==> config.mk <==
export PLATFORM = sky130hd
export DESIGN_NAME = serial_loader
export DESIGN_NICKNAME = d
export VERILOG_FILES = /design/src/rtl/loader_pkg.sv /design/src/rtl/shift_deser.sv /design/src/rtl/serial_loader.sv
export SDC_FILE = /design/constraint.sdc
export NUM_CORES = 1
export LEC_CHECK = 0
export ABC_AREA = 1
export CAP_MARGIN = 20
export CELL_PAD_IN_SITES_DETAIL_PLACEMENT = 0
export CELL_PAD_IN_SITES_GLOBAL_PLACEMENT = 1
export CORE_UTILIZATION = 25
export CTS_CLUSTER_DIAMETER = 60
export DETAILED_ROUTE_END_ITERATION = 10
export PLACE_DENSITY_LB_ADDON = 0.1
export SYNTH_ARGS = -nofsm -noshare
export SYNTH_HDL_FRONTEND = slang
export SYNTH_HIERARCHICAL = 1
export SYNTH_SLANG_ARGS = --single-unit
==> constraint.sdc <==
create_clock -name clk -period 2.9 [get_ports clk]
set_input_delay 0.29 -clock clk [delete_from_list [all_inputs] [get_ports clk]]
set_output_delay 0.29 -clock clk [all_outputs]
set_load 0.02 [all_outputs]
==> src/rtl/loader_pkg.sv <==
// Shared constants for the serial bank loader: mode field layout, opcodes, FSM states.
// SERIAL_LOADER_PARITY_EN adds one even-parity bit after every word.
package loader_pkg;

  localparam int MODE_OP_LSB   = 0;
  localparam int MODE_OP_MSB   = 3;
  localparam int MODE_BANK_LSB = 4;
  localparam int MODE_BANK_MSB = 7;

  localparam logic [3:0] OP_LOAD = 4'h2;

`ifdef SERIAL_LOADER_PARITY_EN
  localparam int PAR_BITS = 1;
`else
  localparam int PAR_BITS = 0;
`endif

  typedef enum logic [1:0] {
    IDLE  = 2'd0,
    SHIFT = 2'd1,
    FULL  = 2'd2
  } state_t;

endpackage

==> src/rtl/shift_deser.sv <==
// MSB-first deserialiser: bit counter, shift register and optional parity check.
// SERIAL_LOADER_PARITY_EN appends one even-parity bit per word.
module shift_deser
  import loader_pkg::*;
#(
  parameter int WORD_W = 8
) (
  input  logic              clk,
  input  logic              reset_n,
  input  logic              start,
  input  logic              sample,
  input  logic              abort,
  input  logic              in_bit,
  output logic              word_done,
  output logic              par_ok,
  output logic [WORD_W-1:0] word
);

  localparam int BITS  = WORD_W + PAR_BITS;
  localparam int CNT_W = $clog2(BITS + 1);

  logic [CNT_W-1:0]  cnt_q, cnt_d, cnt_base;
  logic [WORD_W-1:0] sr_q, sr_d, sr_base, sr_next;

  always_comb begin
    cnt_base  = start ? '0 : cnt_q;
    sr_base   = start ? '0 : sr_q;
    sr_next   = {sr_base[WORD_W-2:0], in_bit};
    cnt_d     = cnt_q;
    sr_d      = sr_q;
    word_done = 1'b0;
    par_ok    = 1'b1;
    word      = '0;
    if (abort) begin
      cnt_d = '0;
      sr_d  = '0;
    end else if (start || sample) begin
`ifdef SERIAL_LOADER_PARITY_EN
      // Data bits are already in sr_base when the parity bit arrives.
      if (cnt_base == CNT_W'(WORD_W)) begin
        word_done = 1'b1;
        word      = sr_base;
        par_ok    = ~(^{sr_base, in_bit});
        cnt_d     = '0;
        sr_d      = '0;
      end else begin
        sr_d  = sr_next;
        cnt_d = cnt_base + 1'b1;
      end
`else
      if (cnt_base == CNT_W'(WORD_W - 1)) begin
        word_done = 1'b1;
        word      = sr_next;
        cnt_d     = '0;
        sr_d      = '0;
      end else begin
        sr_d  = sr_next;
        cnt_d = cnt_base + 1'b1;
      end
`endif
    end
  end

  always_ff @(posedge clk or negedge reset_n) begin
    if (!reset_n) begin
      cnt_q <= '0;
      sr_q  <= '0;
    end else begin
      cnt_q <= cnt_d;
      sr_q  <= sr_d;
    end
  end

endmodule

==> src/rtl/serial_loader.sv <==
// Serial bank loader: assembles MSB-first words and writes them to consecutive bank addresses.
// SERIAL_LOADER_PARITY_EN enables per-word even parity with sticky err on mismatch.
//
// state | meaning
// IDLE  | waiting for opcode LOAD with a valid bank index
// SHIFT | sampling bits, writing each completed word
// FULL  | last address written; waits for opcode to leave LOAD
module serial_loader
  import loader_pkg::*;
#(
  parameter int  WORD_W    = 8,
  parameter int  DEPTH     = 64,
  parameter int  NUM_BANKS = 4,
  localparam int ADDR_W    = $clog2(DEPTH),
  localparam int BANK_W    = $clog2(NUM_BANKS)
) (
  input  logic              clk,
  input  logic              reset_n,
  input  logic              enable,
  input  logic [31:0]       mode,
  input  logic              in_bit,
  output logic              wr_en,
  output logic [BANK_W-1:0] wr_bank,
  output logic [ADDR_W-1:0] wr_addr,
  output logic [WORD_W-1:0] wr_data,
  output logic              busy,
  output logic              done,
  output logic              err
);

  state_t              state_q, state_d;
  logic [BANK_W-1:0]   bank_q, bank_d, bank_new;
  logic [ADDR_W-1:0]   addr_q, addr_d;
  logic                wr_en_q, wr_en_d;
  logic [BANK_W-1:0]   wr_bank_q, wr_bank_d;
  logic [ADDR_W-1:0]   wr_addr_q, wr_addr_d;
  logic [WORD_W-1:0]   wr_data_q, wr_data_d;
  logic                done_q, done_d;
  logic                err_q, err_d;

  logic [3:0]          opcode, bank_idx;
  logic                is_load, bank_ok;
  logic                ds_start, ds_sample, ds_abort;
  logic                ds_word_done, ds_par_ok;
  logic [WORD_W-1:0]   ds_word;
  logic                unused_mode;

  assign opcode      = mode[MODE_OP_MSB:MODE_OP_LSB];
  assign bank_idx    = mode[MODE_BANK_MSB:MODE_BANK_LSB];
  assign unused_mode = ^mode[31:8];
  assign is_load     = (opcode == OP_LOAD);
  assign bank_ok     = (int'({28'd0, bank_idx}) < NUM_BANKS);
  assign bank_new    = BANK_W'(bank_idx);

  // A bank switch mid-load restarts assembly with this cycle's bit as the first bit.
  assign ds_start  = enable && is_load && bank_ok &&
                     ((state_q == IDLE) || ((state_q == SHIFT) && (bank_new != bank_q)));
  assign ds_sample = enable && is_load && bank_ok && (state_q == SHIFT) && (bank_new == bank_q);
  assign ds_abort  = enable && (state_q == SHIFT) && (!is_load || !bank_ok);

  shift_deser #(.WORD_W(WORD_W)) u_deser (
    .clk       (clk),
    .reset_n   (reset_n),
    .start     (ds_start),
    .sample    (ds_sample),
    .abort     (ds_abort),
    .in_bit    (in_bit),
    .word_done (ds_word_done),
    .par_ok    (ds_par_ok),
    .word      (ds_word)
  );

  always_comb begin
    state_d   = state_q;
    bank_d    = bank_q;
    addr_d    = addr_q;
    wr_en_d   = 1'b0;
    done_d    = 1'b0;
    wr_bank_d = wr_bank_q;
    wr_addr_d = wr_addr_q;
    wr_data_d = wr_data_q;
    err_d     = err_q;
    if (enable) begin
      unique case (state_q)
        IDLE: begin
          if (is_load) begin
            if (!bank_ok) begin
              err_d = 1'b1;
            end else begin
              state_d = SHIFT;
              bank_d  = bank_new;
              addr_d  = '0;
`ifdef SERIAL_LOADER_PARITY_EN
              err_d   = 1'b0;
`endif
            end
          end
        end
        SHIFT: begin
          if (!is_load) begin
            state_d = IDLE;
          end else if (!bank_ok) begin
            err_d   = 1'b1;
            state_d = IDLE;
          end else if (bank_new != bank_q) begin
            bank_d = bank_new;
            addr_d = '0;
          end
        end
        FULL: begin
          if (!is_load) state_d = IDLE;
        end
        default: state_d = IDLE;
      endcase
    end
    // Address stops at DEPTH-1; FULL prevents any further write into the bank.
    if (ds_word_done) begin
      if (ds_par_ok) begin
        wr_en_d   = 1'b1;
        wr_data_d = ds_word;
        wr_bank_d = bank_d;
        wr_addr_d = addr_d;
        if (addr_d == ADDR_W'(DEPTH - 1)) begin
          done_d  = 1'b1;
          state_d = FULL;
        end else begin
          addr_d = addr_d + 1'b1;
        end
      end else begin
        err_d = 1'b1;
      end
    end
  end

  always_ff @(posedge clk or negedge reset_n) begin
    if (!reset_n) begin
      state_q   <= IDLE;
      bank_q    <= '0;
      addr_q    <= '0;
      wr_en_q   <= 1'b0;
      wr_bank_q <= '0;
      wr_addr_q <= '0;
      wr_data_q <= '0;
      done_q    <= 1'b0;
      err_q     <= 1'b0;
    end else begin
      state_q   <= state_d;
      bank_q    <= bank_d;
      addr_q    <= addr_d;
      wr_en_q   <= wr_en_d;
      wr_bank_q <= wr_bank_d;
      wr_addr_q <= wr_addr_d;
      wr_data_q <= wr_data_d;
      done_q    <= done_d;
      err_q     <= err_d;
    end
  end

  assign wr_en   = wr_en_q;
  assign wr_bank = wr_bank_q;
  assign wr_addr = wr_addr_q;
  assign wr_data = wr_data_q;
  assign done    = done_q;
  assign err     = err_q;
  assign busy    = (state_q == SHIFT);

endmodule

==> impl_metrics.json <==
{
  "setup_violations": 0,
  "min_period_ns": 2.49,
  "end_kind": "flop",
  "cts-root-buf": "clkbuf_8",
  "fillers": 838,
  "clkPwrFrac": 0.316,
  "syn_area_um2": 1990,
  "p_leak_nw": 1.25,
  "worst_setup_path_start_kind": "input port",
  "final_cell_area_um2": 2510,
  "netlist.top_cell.by_area": "dfrtp_1",
  "synth_common_cells": "nand2_1 (78), dfrtp_1 (40), nor2_1 (22), inv_1 (21), nand3_1 (17)",
  "status": "finished clean",
  "syn_to_final_growth_pct": 26.4,
  "io_pins": 56,
  "clk_pin_slew_worst_paths_ns": 0.08,
  "seq_area_frac_synth": 0.503,
  "antenna_found_initial": 0,
  "place_inst": 374,
  "hold_path.class": "in2async",
  "worst_slew_pin_slew_ns": 0.917,
  "relSlewSlack": 0.389,
  "power_density_nw_per_um2": 456,
  "worst-path-max-fanout": 6,
  "setup_slack_ns": 0.414,
  "avgViaCountPerCell": 4.19,
  "required_ns": 3.08,
  "ys.flop_type": "dfrtp_1",
  "drive_above_1_share": 0.136,
  "grt-ovfl-total": 0,
  "final_cell_count_no_fill": 381,
  "numPortBuffers": 31,
  "core-area_um2": 7730,
  "diodes": 0,
  "postLayoutCoreUtil": 0.325,
  "clk_latency_ns": 0.29,
  "drv_cap": 0,
  "rsz0062_at_grt": "false",
  "dieArea_um2": 8320,
  "cts.sinks": 40,
  "multi_input_area_um2": 835,
  "drc": 0,
  "syn-num-nets": 278,
  "die_h_um": 91.2,
  "ys_ff_latch": 40,
  "postCtsSetupBuffers": 0,
  "cts_tree": "yes",
  "grt_pass1_vias": 1671,
  "r2r_slack_ns": 0.56,
  "grt_max_degree": 41,
  "ctsHtreeMaxLevel": 2,
  "grt_pass1_wl_um": 8200,
  "ant_nets": 0,
  "fin_nets": 317,
  "fin_setup_tns_ns": 0,
  "max_freq_ghz": 0.402,
  "synth-edff-count": 0,
  "pwr-share-seq": 0.533,
  "drtPass1Iterations": 4,
  "cts.repair.resized": 0,
  "synth_top_cells_by_area": "dfrtp_1 (50%), nand2_1 (15%), nand3_1 (4.3%), nor2_1 (4.2%), inv_1 (4.0%)",
  "final-hold-violation-count": 0,
  "hpwl_um": 3220,
  "yosys.cell_count.top_type": "nand2_1",
  "syn_avg_cell_area_um2": 8.29,
  "rows": 32,
  "wire_per_inst_um": 12.1,
  "internal_power_uw": 826,
  "place.gp.congestion": 0.687,
  "synthCells": 240,
  "initial_utilization": 0.257,
  "drt_iter0_drc": 69,
  "cts_hold_buf": 0,
  "ys_types": 31,
  "cts_buffer_depth": 2,
  "dpl_cell_area_um2": 2440,
  "synth_top_area_frac": 0.503,
  "combPwrFrac": 0.151,
  "ys_warn_count": 6,
  "power.share.switching": 0.279,
  "die-width_um": 91.2,
  "grt_use_total": 0.125,
  "fin_crit_sh": 0.857,
  "pre_cts_ws_ns": 0.0784,
  "ir_drop_mv": 0.145,
  "seq_area_um2": 1000,
  "async_flop_share": 1.00,
  "slew_viol_final": 0,
  "skew_ns": 0.00446,
  "vias": 1597,
  "cts_buffers": 5,
  "switchingPower_uw": 320,
  "path_class": "in2reg",
  "cp.arrival_ns": 2.67,
  "drt_wl_total_um": 4600
}
## critical path, stage by stage
cell,delay (ns)
clkdlybuf4s50_1,0.46
inv_1,0.04
nor2_1,0.20
nand3_4,0.15
nor2_8,0.14
nand2_2,0.07
inv_1,0.16
nor2_1,0.09
ha_1,0.27
nand4_4,0.12
nor2_1,0.06
nand2_1,0.09
clkinv_1,0.10
buf_4,0.17
nand3_2,0.09
nor2_1,0.04
o21ai_0,0.06
nand2_1,0.06
## worst paths after layout
path / startpoint / to / cells past startpoint
hold / removal: reset_n / wr_bank[1] / 1
setup reg to reg: state_q[1] / addr_q[4] / 15
hold reg to reg: wr_data[4] / wr_data[4] / 2
setup / recovery: mode[1] / addr_q[4] / 18
min in group clk: wr_data[4] / wr_data[4] / 2
max in group asynchronous: reset_n / u_deser/sr_q[3] / 1
## cells in the final DEF (no fill, tap or decap)
master / synthesis / final
nand2_2: 3 / 3
clkinv_2: 0 / 1
clkinv_1: 1 / 1
nor3_2: 1 / 1
inv_1: 21 / 21
nand2_4: 1 / 1
inv_2: 5 / 5
nor2_1: 22 / 22
clkdlybuf4s50_1: 0 / 30
dfrtp_1: 40 / 40
inv_4: 1 / 1
or2_4: 1 / 1
clkbuf_8: 0 / 5
clkbuf_1: 3 / 1
buf_4: 1 / 8
nand3_2: 4 / 4
nand4_4: 1 / 1
nor2_2: 2 / 2
nor2_8: 1 / 1
o21ai_0: 12 / 12
nor2_4: 1 / 1
nand4_2: 1 / 1
conb_1: 1 / 1
nand3_4: 1 / 1
nor3_1: 2 / 2
nand2_1: 78 / 78
nand3_1: 17 / 17
o22ai_1: 8 / 8
buf_2: 1 / 1
a21oi_1: 2 / 2
ha_1: 2 / 2
o21bai_1: 3 / 3
xnor2_1: 1 / 1
## power groups by stage
stage / Sequential (mW) / Combinational, mW / Clock (mW)
global route: 0.616 / 0.199 / 0.396
detailed placement: 0.623 / 0.175 / 0
floorplan: 0.624 / 0.110 / 0
CTS: 0.612 / 0.175 / 0.384
finish: 0.611 / 0.173 / 0.363
global placement: 0.621 / 0.174 / 0
## per-stage QoR
step                      power (mW)  hold slack (ns)
after floorplan                0.734         -0.00559
after global placement         0.796            0.463
after detailed placement       0.798            0.468
after CTS                       1.17            0.176
after global routing            1.21            0.218
final                           1.15            0.128
## logic make-up (layout without fill, tap and decap cells)
group	after synthesis	in the layout	synth area share
flip-flops	40	40	0.503
AO/OA/AOI/OAI	25	25	0.0717
XOR/XNOR	1	1	0.00440
other	1	1	0.00188
adder cells (fa/ha/maj)	2	2	0.0126
AND/OR/NAND/NOR	136	136	0.329
buffers and inverters	35	74	0.0774
## per-layer routing
layer	part of all wire	GRT usage
met2	0.41	0.197
met3	0.048	0.0352
met5	0	0
met4	0.014	0.0397
met1	0.53	0.165
## state kept, by name, summed over array words and instances, names as in the netlist
register	count
addr_q	6
bank_q	2
done	1
err	1
state_q	2
u_deser/cnt_q	4
u_deser/sr_q	7
wr_addr	6
wr_bank	2
wr_data	8
wr_en	1
## cell type report
cell class                 count  area share
clock buffer                   6      0.0289
clock inverter                 1     0.00199
inverter                      28      0.0428
multi-input combinational    165       0.332
sequential                    40       0.398
tap                          102      0.0508
timing repair buffer          39       0.145
Power figures use the tool's default switching activity.
